File: src/rtl/keypad_scanner.sv
// keypad_scanner: row-scanned, debounced 4x4 hex keypad front end.
// One row is driven low at a time and the active-low columns are sampled at
// the end of each row slot. A full four-row frame yields one candidate key
// (lowest code wins) and a frame-rate FSM debounces press and release before
// reporting the key over a valid/ack handshake and shifting it into a
// 16-bit hex entry word.
module keypad_scanner #(
  parameter int CLK_DIV        = 50000, // clk cycles per row slot, >= 2
  parameter int DEBOUNCE_SCANS = 10     // identical frames to accept, >= 1
) (
  input  logic        clk,
  input  logic        rst_n,
  input  logic [3:0]  cols_n,
  output logic [3:0]  rows_n,
  output logic [3:0]  key_code,
  output logic        key_valid,
  input  logic        key_ack,
  output logic        key_overrun,
  output logic [15:0] entry_value,
  input  logic        entry_clear
);

  // Divider and debounce counter widths. The debounce counter must be able
  // to hold DEBOUNCE_SCANS itself, since that is the terminal value.
  localparam int DIV_W = (CLK_DIV > 2) ? $clog2(CLK_DIV) : 1;
  localparam int CNT_W = (DEBOUNCE_SCANS > 1) ? $clog2(DEBOUNCE_SCANS + 1) : 1;
  localparam logic [DIV_W-1:0] DIV_LAST   = DIV_W'(CLK_DIV - 1);
  localparam logic [CNT_W-1:0] DEB_TARGET = CNT_W'(DEBOUNCE_SCANS);
  localparam logic [CNT_W-1:0] CNT_ONE    = CNT_W'(1);

  typedef enum logic [1:0] {
    IDLE        = 2'd0,
    DEBOUNCE    = 2'd1,
    HELD        = 2'd2,
    RELEASE_DEB = 2'd3
  } state_t;

  // ---------------------------------------------------------------------
  // Column synchronizer
  // ---------------------------------------------------------------------
  logic [3:0] cols_meta_reg;
  logic [3:0] cols_s;

  // Two-flop synchronizer; reset to the released (pulled-up) level so no
  // phantom key is seen before the first real sample arrives.
  always_ff @(posedge clk or negedge rst_n) begin
    if (!rst_n) begin
      cols_meta_reg <= 4'hF;
      cols_s        <= 4'hF;
    end else begin
      cols_meta_reg <= cols_n;
      cols_s        <= cols_meta_reg;
    end
  end

  // ---------------------------------------------------------------------
  // Row slot divider and row scan
  // ---------------------------------------------------------------------
  logic [DIV_W-1:0] div_cnt_reg;
  logic [1:0]       row_idx_reg;
  logic             tick;
  logic             frame_end;

  assign tick      = (div_cnt_reg == DIV_LAST);
  assign frame_end = tick && (row_idx_reg == 2'd3);

  // Free-running slot divider: tick on the last count of each row slot.
  always_ff @(posedge clk or negedge rst_n) begin
    if (!rst_n) begin
      div_cnt_reg <= '0;
    end else if (tick) begin
      div_cnt_reg <= '0;
    end else begin
      div_cnt_reg <= div_cnt_reg + DIV_W'(1);
    end
  end

  // Row index advances after its slot has been sampled; wraps 3 -> 0.
  always_ff @(posedge clk or negedge rst_n) begin
    if (!rst_n) begin
      row_idx_reg <= 2'd0;
    end else if (tick) begin
      row_idx_reg <= row_idx_reg + 2'd1;
    end
  end

  assign rows_n = ~(4'b0001 << row_idx_reg);

  // ---------------------------------------------------------------------
  // Per-row column decode and frame candidate
  // ---------------------------------------------------------------------
  logic       row_hit;
  logic [1:0] row_col;

  // Lowest pressed column of the currently driven row (scan descends so the
  // last assignment, the lowest column, wins).
  always_comb begin
    row_hit = 1'b0;
    row_col = 2'd0;
    for (int c = 3; c >= 0; c--) begin
      if (!cols_s[c]) begin
        row_hit = 1'b1;
        row_col = 2'(c);
      end
    end
  end

  logic       frame_found_reg;
  logic [3:0] frame_code_reg;

  // Remember the first hit of the frame (lowest row); rows are visited in
  // ascending order so the first one recorded is the lowest code.
  always_ff @(posedge clk or negedge rst_n) begin
    if (!rst_n) begin
      frame_found_reg <= 1'b0;
      frame_code_reg  <= 4'd0;
    end else if (tick) begin
      if (frame_end) begin
        frame_found_reg <= 1'b0;
        frame_code_reg  <= 4'd0;
      end else if (!frame_found_reg && row_hit) begin
        frame_found_reg <= 1'b1;
        frame_code_reg  <= {row_idx_reg, row_col};
      end
    end
  end

  // Candidate for the frame that completes this cycle: an earlier row's hit
  // has priority, otherwise the row-3 sample being taken right now.
  logic       cand_valid;
  logic [3:0] cand_code;

  assign cand_valid = frame_found_reg || row_hit;
  assign cand_code  = frame_found_reg ? frame_code_reg : {2'd3, row_col};

  // ---------------------------------------------------------------------
  // Debounce FSM (evaluated only at frame end)
  // ---------------------------------------------------------------------
  state_t           state_reg;
  state_t           state_next;
  logic [3:0]       cand_reg;
  logic [3:0]       cand_next;
  logic [CNT_W-1:0] cnt_reg;
  logic [CNT_W-1:0] cnt_next;
  logic [CNT_W-1:0] cnt_inc;
  logic             accept;
  logic [3:0]       accept_code;

  assign cnt_inc = cnt_reg + CNT_ONE;

  // FSM state, candidate and frame counter registers.
  always_ff @(posedge clk or negedge rst_n) begin
    if (!rst_n) begin
      state_reg <= IDLE;
      cand_reg  <= 4'd0;
      cnt_reg   <= '0;
    end else begin
      state_reg <= state_next;
      cand_reg  <= cand_next;
      cnt_reg   <= cnt_next;
    end
  end

  // Next-state logic; accept fires on the frame that completes a press.
  always_comb begin
    state_next  = state_reg;
    cand_next   = cand_reg;
    cnt_next    = cnt_reg;
    accept      = 1'b0;
    accept_code = cand_reg;
    if (frame_end) begin
      case (state_reg)
        IDLE: begin
          if (cand_valid) begin
            cand_next = cand_code;
            cnt_next  = CNT_ONE;
            if (DEBOUNCE_SCANS == 1) begin
              accept      = 1'b1;
              accept_code = cand_code;
              state_next  = HELD;
            end else begin
              state_next = DEBOUNCE;
            end
          end
        end
        DEBOUNCE: begin
          if (!cand_valid) begin
            state_next = IDLE;
          end else if (cand_code != cand_reg) begin
            // A different key restarts the count on that key.
            cand_next = cand_code;
            cnt_next  = CNT_ONE;
          end else if (cnt_inc == DEB_TARGET) begin
            accept     = 1'b1;
            state_next = HELD;
          end else begin
            cnt_next = cnt_inc;
          end
        end
        HELD: begin
          // Only an empty frame starts release; other keys are ignored.
          if (!cand_valid) begin
            cnt_next   = CNT_ONE;
            state_next = (DEBOUNCE_SCANS == 1) ? IDLE : RELEASE_DEB;
          end
        end
        RELEASE_DEB: begin
          if (cand_valid) begin
            // Contact bounce during release: return to HELD, no re-report.
            state_next = HELD;
          end else if (cnt_inc == DEB_TARGET) begin
            state_next = IDLE;
          end else begin
            cnt_next = cnt_inc;
          end
        end
        default: begin
          state_next = IDLE;
        end
      endcase
    end
  end

  // ---------------------------------------------------------------------
  // Handshake and entry word
  // ---------------------------------------------------------------------
  logic [3:0]  key_code_reg;
  logic        key_valid_reg;
  logic        key_overrun_reg;
  logic [15:0] entry_value_reg;

  // Key report: a new accept always wins over a coincident ack; overrun
  // flags a still-pending key being replaced without acknowledgement.
  always_ff @(posedge clk or negedge rst_n) begin
    if (!rst_n) begin
      key_code_reg    <= 4'd0;
      key_valid_reg   <= 1'b0;
      key_overrun_reg <= 1'b0;
    end else begin
      key_overrun_reg <= accept && key_valid_reg && !key_ack;
      if (accept) begin
        key_code_reg  <= accept_code;
        key_valid_reg <= 1'b1;
      end else if (key_ack) begin
        key_valid_reg <= 1'b0;
      end
    end
  end

  // Hex entry shift register; a clear coincident with an accept leaves only
  // the new digit.
  always_ff @(posedge clk or negedge rst_n) begin
    if (!rst_n) begin
      entry_value_reg <= 16'h0000;
    end else if (accept) begin
      if (entry_clear) begin
        entry_value_reg <= {12'h000, accept_code};
      end else begin
        entry_value_reg <= {entry_value_reg[11:0], accept_code};
      end
    end else if (entry_clear) begin
      entry_value_reg <= 16'h0000;
    end
  end

  assign key_code    = key_code_reg;
  assign key_valid   = key_valid_reg;
  assign key_overrun = key_overrun_reg;
  assign entry_value = entry_value_reg;

endmodule

File: config.mk
export PLATFORM = sky130hd
export DESIGN_NAME = keypad_scanner
export DESIGN_NICKNAME = d
export VERILOG_FILES = /design/src/rtl/keypad_scanner.sv
export SDC_FILE = /design/constraint.sdc
export NUM_CORES = 1
export LEC_CHECK = 0
export CAP_MARGIN = 40
export CORE_AREA = 3 3 114 116
export CTS_CLUSTER_DIAMETER = 100
export DETAILED_ROUTE_END_ITERATION = 16
export DIE_AREA = 0 0 117 119
export GPL_TIMING_DRIVEN = 0
export PLACE_DENSITY = 0.43
export SYNTH_ARGS = -nofsm -noshare
export SYNTH_HDL_FRONTEND = slang
export SYNTH_SLANG_ARGS = --single-unit
export TNS_END_PERCENT = 100
File: constraint.sdc
create_clock -name clk -period 2.2 [get_ports clk]
set_clock_uncertainty 0.1 [all_clocks]
set_input_delay 0.22 -clock clk [delete_from_list [all_inputs] [get_ports clk]]
set_output_delay 0.22 -clock clk [all_outputs]
set_load 0.005 [all_outputs]
## After elaboration in Yosys (flattened, before gate mapping)

Cells that the tools add are included.

- Reduce and logical (&&, ||, !) cells: 16
- Shifts and indexed selects: 1
- Equal/unequal tests: 15
- Bitwise operators: 1
- Mux-type cells: 43
- Add/subtract/negate cells: 3

Operators by type and width:

| operator | number |
|---|---|
| 16-bit two-way mux | 4 |
| 4-bit two-way mux | 12 |
| 2-bit two-way mux | 11 |
| 16-bit by 1-bit adder with 16-bit output, second input constant | 1 |
| 16-bit == test, second input constant | 1 |
| 4-bit case mux with 4 select lines | 1 |
| 1-bit two-way mux | 13 |
| 2-bit != test, second input constant | 5 |
| 5-bit AND reduction | 2 |
| 3-bit != test, second input constant | 3 |
| 2-bit case mux with 4 select lines | 1 |
| 4-bit case mux with 2 select lines | 1 |
| 2-bit nonzero test | 4 |
| 2-bit == test, second input constant | 3 |
| 6-bit AND reduction | 1 |
| 4-bit by 1-bit adder with 4-bit output, second input constant | 1 |
| 4-bit == test, second input constant | 1 |
| 1-bit logical AND | 4 |
| 4-bit != test | 1 |
| 4-bit inverter | 1 |
| 1-bit by 2-bit left shift with 4-bit output, first input constant | 1 |
| 2-bit by 1-bit adder with 2-bit output, second input constant | 1 |
| 2-bit by 1-bit == test with 1-bit output, second input constant | 1 |
| 1-bit logical NOT | 2 |
| other kinds (3) | 3 |

- Logic and storage cells: 92
- Input bits: 8
- Output and inout bits: 26
- Bits in registers: 63

## Longest topological paths before layout

- Depth in word-level cells: 12
- Mapped depth: 9

## Worst setup path before layout

Ideal clock, no wire load.

- Path kind: flip-flop to flip-flop
- Start: reg cnt_reg[1]
- End: reg key_code_reg[0] (netlist: key_code[0])
- Clock period less this slack: 2.232 ns
- Arrival: 2.007 ns
- Setup time: 0.125 ns
- Path slack: -0.032 ns
- Required time: 1.975 ns
- Cell stages (with the launch flop): 10
- Cell sequence: dfrtp_1 -> inv_1 -> ha_1 -> nand2_1 -> nor4b_1 -> nor2_1 -> nor4_4 -> nand3_2 -> buf_6 -> mux2_4

- Cells in the longest elaborated chain, start to end: 7

Ends and longest elaborated chain:

| what | line | text |
|---|---|---|
| from (decl) | 143 | `logic [CNT_W-1:0] cnt_reg;` |
| from (signal assigned) | 160 | `cnt_reg <= cnt_next;` |
| 4-bit by 1-bit adder with 4-bit output | 149 | `assign cnt_inc = cnt_reg + CNT_ONE;` |
| 4-bit == test | 193 | `end else if (cnt_inc == DEB_TARGET) begin` |
| 1-bit two-way mux | 193 |  |
| 1-bit two-way mux | 189 | `end else if (cand_code != cand_reg) begin` |
| 1-bit two-way mux | 187 | `if (!cand_valid) begin` |
| 1-bit two-way mux | 172 | `case (state_reg)` |
| 1-bit two-way mux | 171 | `if (frame_end) begin` |
| to (signal assigned) | 242 | `key_code_reg <= accept_code;` |
| to (decl) | 227 | `logic [3:0] key_code_reg;` |

No other way between the ends.
A chain may end at the register's enable or synchronous reset.

## Worst setup path in the final report

- Start: reg frame_found_reg
- End: reg key_code_reg[2] (netlist: key_code[2])

- Cells in the longest elaborated chain, start to end: 6

Ends and longest elaborated chain:

| what | line | text |
|---|---|---|
| from (decl) | 108 | `logic frame_found_reg;` |
| from (signal assigned) | 115 | `frame_found_reg <= 1'b0;` |
| from (signal assigned) | 119 | `frame_found_reg <= 1'b0;` |
| from (signal assigned) | 122 | `frame_found_reg <= 1'b1;` |
| 4-bit two-way mux | 134 | `assign cand_code = frame_found_reg ? frame_code_reg : {2'd3, row_col};` |
| 4-bit != test | 189 |  |
| 1-bit two-way mux | 189 |  |
| 1-bit two-way mux * | 187 |  |
| 1-bit two-way mux * | 172 |  |
| 1-bit two-way mux * | 171 |  |

Every way passes the cells marked *; elsewhere a longest branch is shown, timed or not.

==> flow_summary.json <==
{
  "status": "finished with violations",
  "violations": "setup timing",
  "fin_crit_sh": 1.00,
  "final-max-slew-violation-count": 0,
  "seqCellArea_sq_um": 1590,
  "drive_gt1_frac": 0.226,
  "crit_path_start": "frame_found_reg",
  "synth_top_area_share": 0.460,
  "synth_seq_area_share": 0.530,
  "async_flop_share": 1.00,
  "area_growth_pct": 37.8,
  "die_y_microns": 119,
  "gp_congestion": 0.704,
  "synthesis.area_sq_um": 2990,
  "place_inst": 451,
  "fin_cells": 483,
  "leakage_uw": 0.00189,
  "r2r_start": "frame_found_reg",
  "cts.sinks": 63,
  "initial_core_util": 0.249,
  "synth_area_leaders": "dfrtp_1, dfstp_2, mux2i_1",
  "synthesis.nets": 285,
  "setup_slack_ns": -0.00724,
  "grt_pass1_wl_mm": 10.9,
  "via_count": 2130,
  "critPathLaunchType": "flip-flop",
  "synth.ff_latch_count": 63,
  "post_drt_wl_per_cell_microns": 12.9,
  "root_buffer": "clkbuf_16",
  "multi_input_area_sq_um": 1450,
  "synth_most_common_cell": "dfrtp_1",
  "numPortBuffers": 33,
  "postRouteAntennaNets": 0,
  "placeableCoreArea_sq_um": 12000,
  "tightestPinTransition_ns": 0.471,
  "antenna_cells": 0,
  "path_max_fanout": 7,
  "cp_data_arrival_time_ns": 2.32,
  "ios": 34,
  "ys_types": 45,
  "nNetsFinal": 346,
  "dpl-instance-area_sq_um": 3530,
  "synth_top_cell_by_area": "dfrtp_1",
  "synth_commonest_cells": "dfrtp_1, nor2_1, mux2i_1, nand2b_1, nand2_1",
  "power_density_nw_per_um2": 634,
  "synthCells": 270,
  "ys_dominant_reg_cell": "dfrtp_1",
  "max_freq_ghz": 0.453,
  "drc": 0,
  "yosys_warnings": 0,
  "grt-ovfl-total": 0,
  "grt_usage": 0.0985,
  "routed_wl_mm": 6.25,
  "drtIter0Drc": 100,
  "clk_latency_ns": 0.33,
  "worst-setup-path-type": "flip-flop to flip-flop",
  "via_per_inst": 4.41,
  "rsz0062_at_grt": "true",
  "end_kind": "flip-flop",
  "path_clk_slew_ns": 0.05,
  "setup_violations": 3,
  "avgSynthCellArea_sq_um": 11.1,
  "row_count": 40,
  "grt_max_degree": 35,
  "hp-start": "cols_n[2]",
  "power.total_uw": 2610,
  "critPathRequiredTime_ns": 2.31,
  "fin_area_sq_um": 4120,
  "grt_pass1_vias": 2110,
  "relSlewSlack": 0.683,
  "cts_max_level": 3,
  "hold_path.class": "input port to flip-flop",
  "fin_crit_ns": 2.21,
  "numCtsBuffers": 9,
  "synth-edff-count": 0,
  "cts_tree": "done",
  "die-width_microns": 117,
  "ctsLongestPathBuffers": 2,
  "dpl.hpwl_mm": 4.31,
  "drt_first_pass_iters": 4,
  "n_fill_cell": 1231,
  "hold_violations": 0,
  "antenna_found_initial": 0,
  "maxCapViolations": 0,
  "dieArea_sq_um": 13900,
  "ir_worst_vdd_mv": 0.433
}
routing by layer:
metal  routed length [microns]  up-vias  GRT usage  share of wire
li1                          -     1063          -              -
met1                      3200     1025      0.139           0.51
met2                      2740       34      0.141           0.44
met3                       231        8     0.0315          0.037
met4                        89        0     0.0344          0.014
met5                         0        -          0              0
what timing repair did:
item | in CTS | in global routing
pin swaps | 5 | 7
endpoints found under the hold margin | 29 | 0
setup buffers | 9 | 8
hold buffers | 1 | 0
resized for setup | 17 | 24
setup endpoints to repair | 24 | 27
cloned | 0 | 0
cell families after synthesis:
family                     Yosys count  share of synthesized area
muxes                               24                     0.0861
xor gates and xnor gates            19                     0.0556
and+or+nand+nor                    104                      0.194
DFF                                 63                      0.530
buffers and inverters               24                     0.0347
adders and majority gates            7                     0.0293
AOI/OAI and AO/OA                   29                     0.0707
per-stage QoR:
step,TNS [ns],setup slack (ns),utilization,hold WS (ns)
after floorplan,0,0.0324,-,-0.176
after global placement,-90.79,-1.47,0.293,0.246
after detailed placement,-4.62,-0.307,0.294,0.0925
after CTS,-1.10,-0.114,0.329,0.185
after global routing,-0.602,-0.0833,0.343,0.183
final,-0.0184,-0.00724,0.343,0.196
cell usage in the layout, fill, tap and decap left out, drive strengths merged, types with 3 or more instances in the layout:
master	count
ha	7
nor4bb	4
nand2b	19
dfrtp	55
inv	15
a21oi	7
xnor2	13
nor2	24
xor2	6
and2	4
mux2	5
a31oi	3
mux2i	19
nand3	12
nand4	4
dfstp	8
nand2	17
o31ai	3
clkbuf	14
buf	23
and3	9
a22o	3
nor4b	3
clkdlybuf4s50	32
critical path: stages (launching register included):
cell and delay [ns]:
dfrtp_1 0.37, buf_6 0.14, clkinvlp_4 0.13, a21oi_2 0.04, o32a_1 0.36, nor4_4 0.37
nand3_4 0.14, buf_12 0.16, mux2_4 0.28
area by class of cell:
| cell class | instances | area share |
|---|---|---|
| Clock buffer | 12 | 0.0574 |
| Inverter | 16 | 0.0155 |
| Multi-Input combinational cell | 183 | 0.351 |
| Clock inverter | 4 | 0.0115 |
| Sequential cell | 63 | 0.386 |
| Tap cell | 147 | 0.0446 |
| Timing Repair Buffer | 52 | 0.120 |
| Buffer | 6 | 0.0134 |
report_power, final:
part | internal [uW] | leakage (uW) | switching [uW] | total (uW)
combinational | 30.4 | 0.000925 | 41.5 | 72.0
sequential | 1170 | 0.000832 | 4.06 | 1180
clock | 873 | 0.000137 | 492 | 1370
total | 2080 | 0.00189 | 538 | 2610
path summary, 6_finish.rpt:
| path | end | slack [ns] | cells after the start |
|---|---|---|---|
| max | key_code[2] | -0.007 | 8 |
| min | cols_meta_reg[2] | 0.20 | 1 |
| max reg2reg | key_code[2] | -0.007 | 8 |
| min reg2reg | cols_s[0] | 0.25 | 0 |
| max in group asynchronous | cols_s[3] | 1.12 | 3 |
| min in group asynchronous | entry_value[9] | 0.28 | 2 |
(Power assumes the default switching activity.)
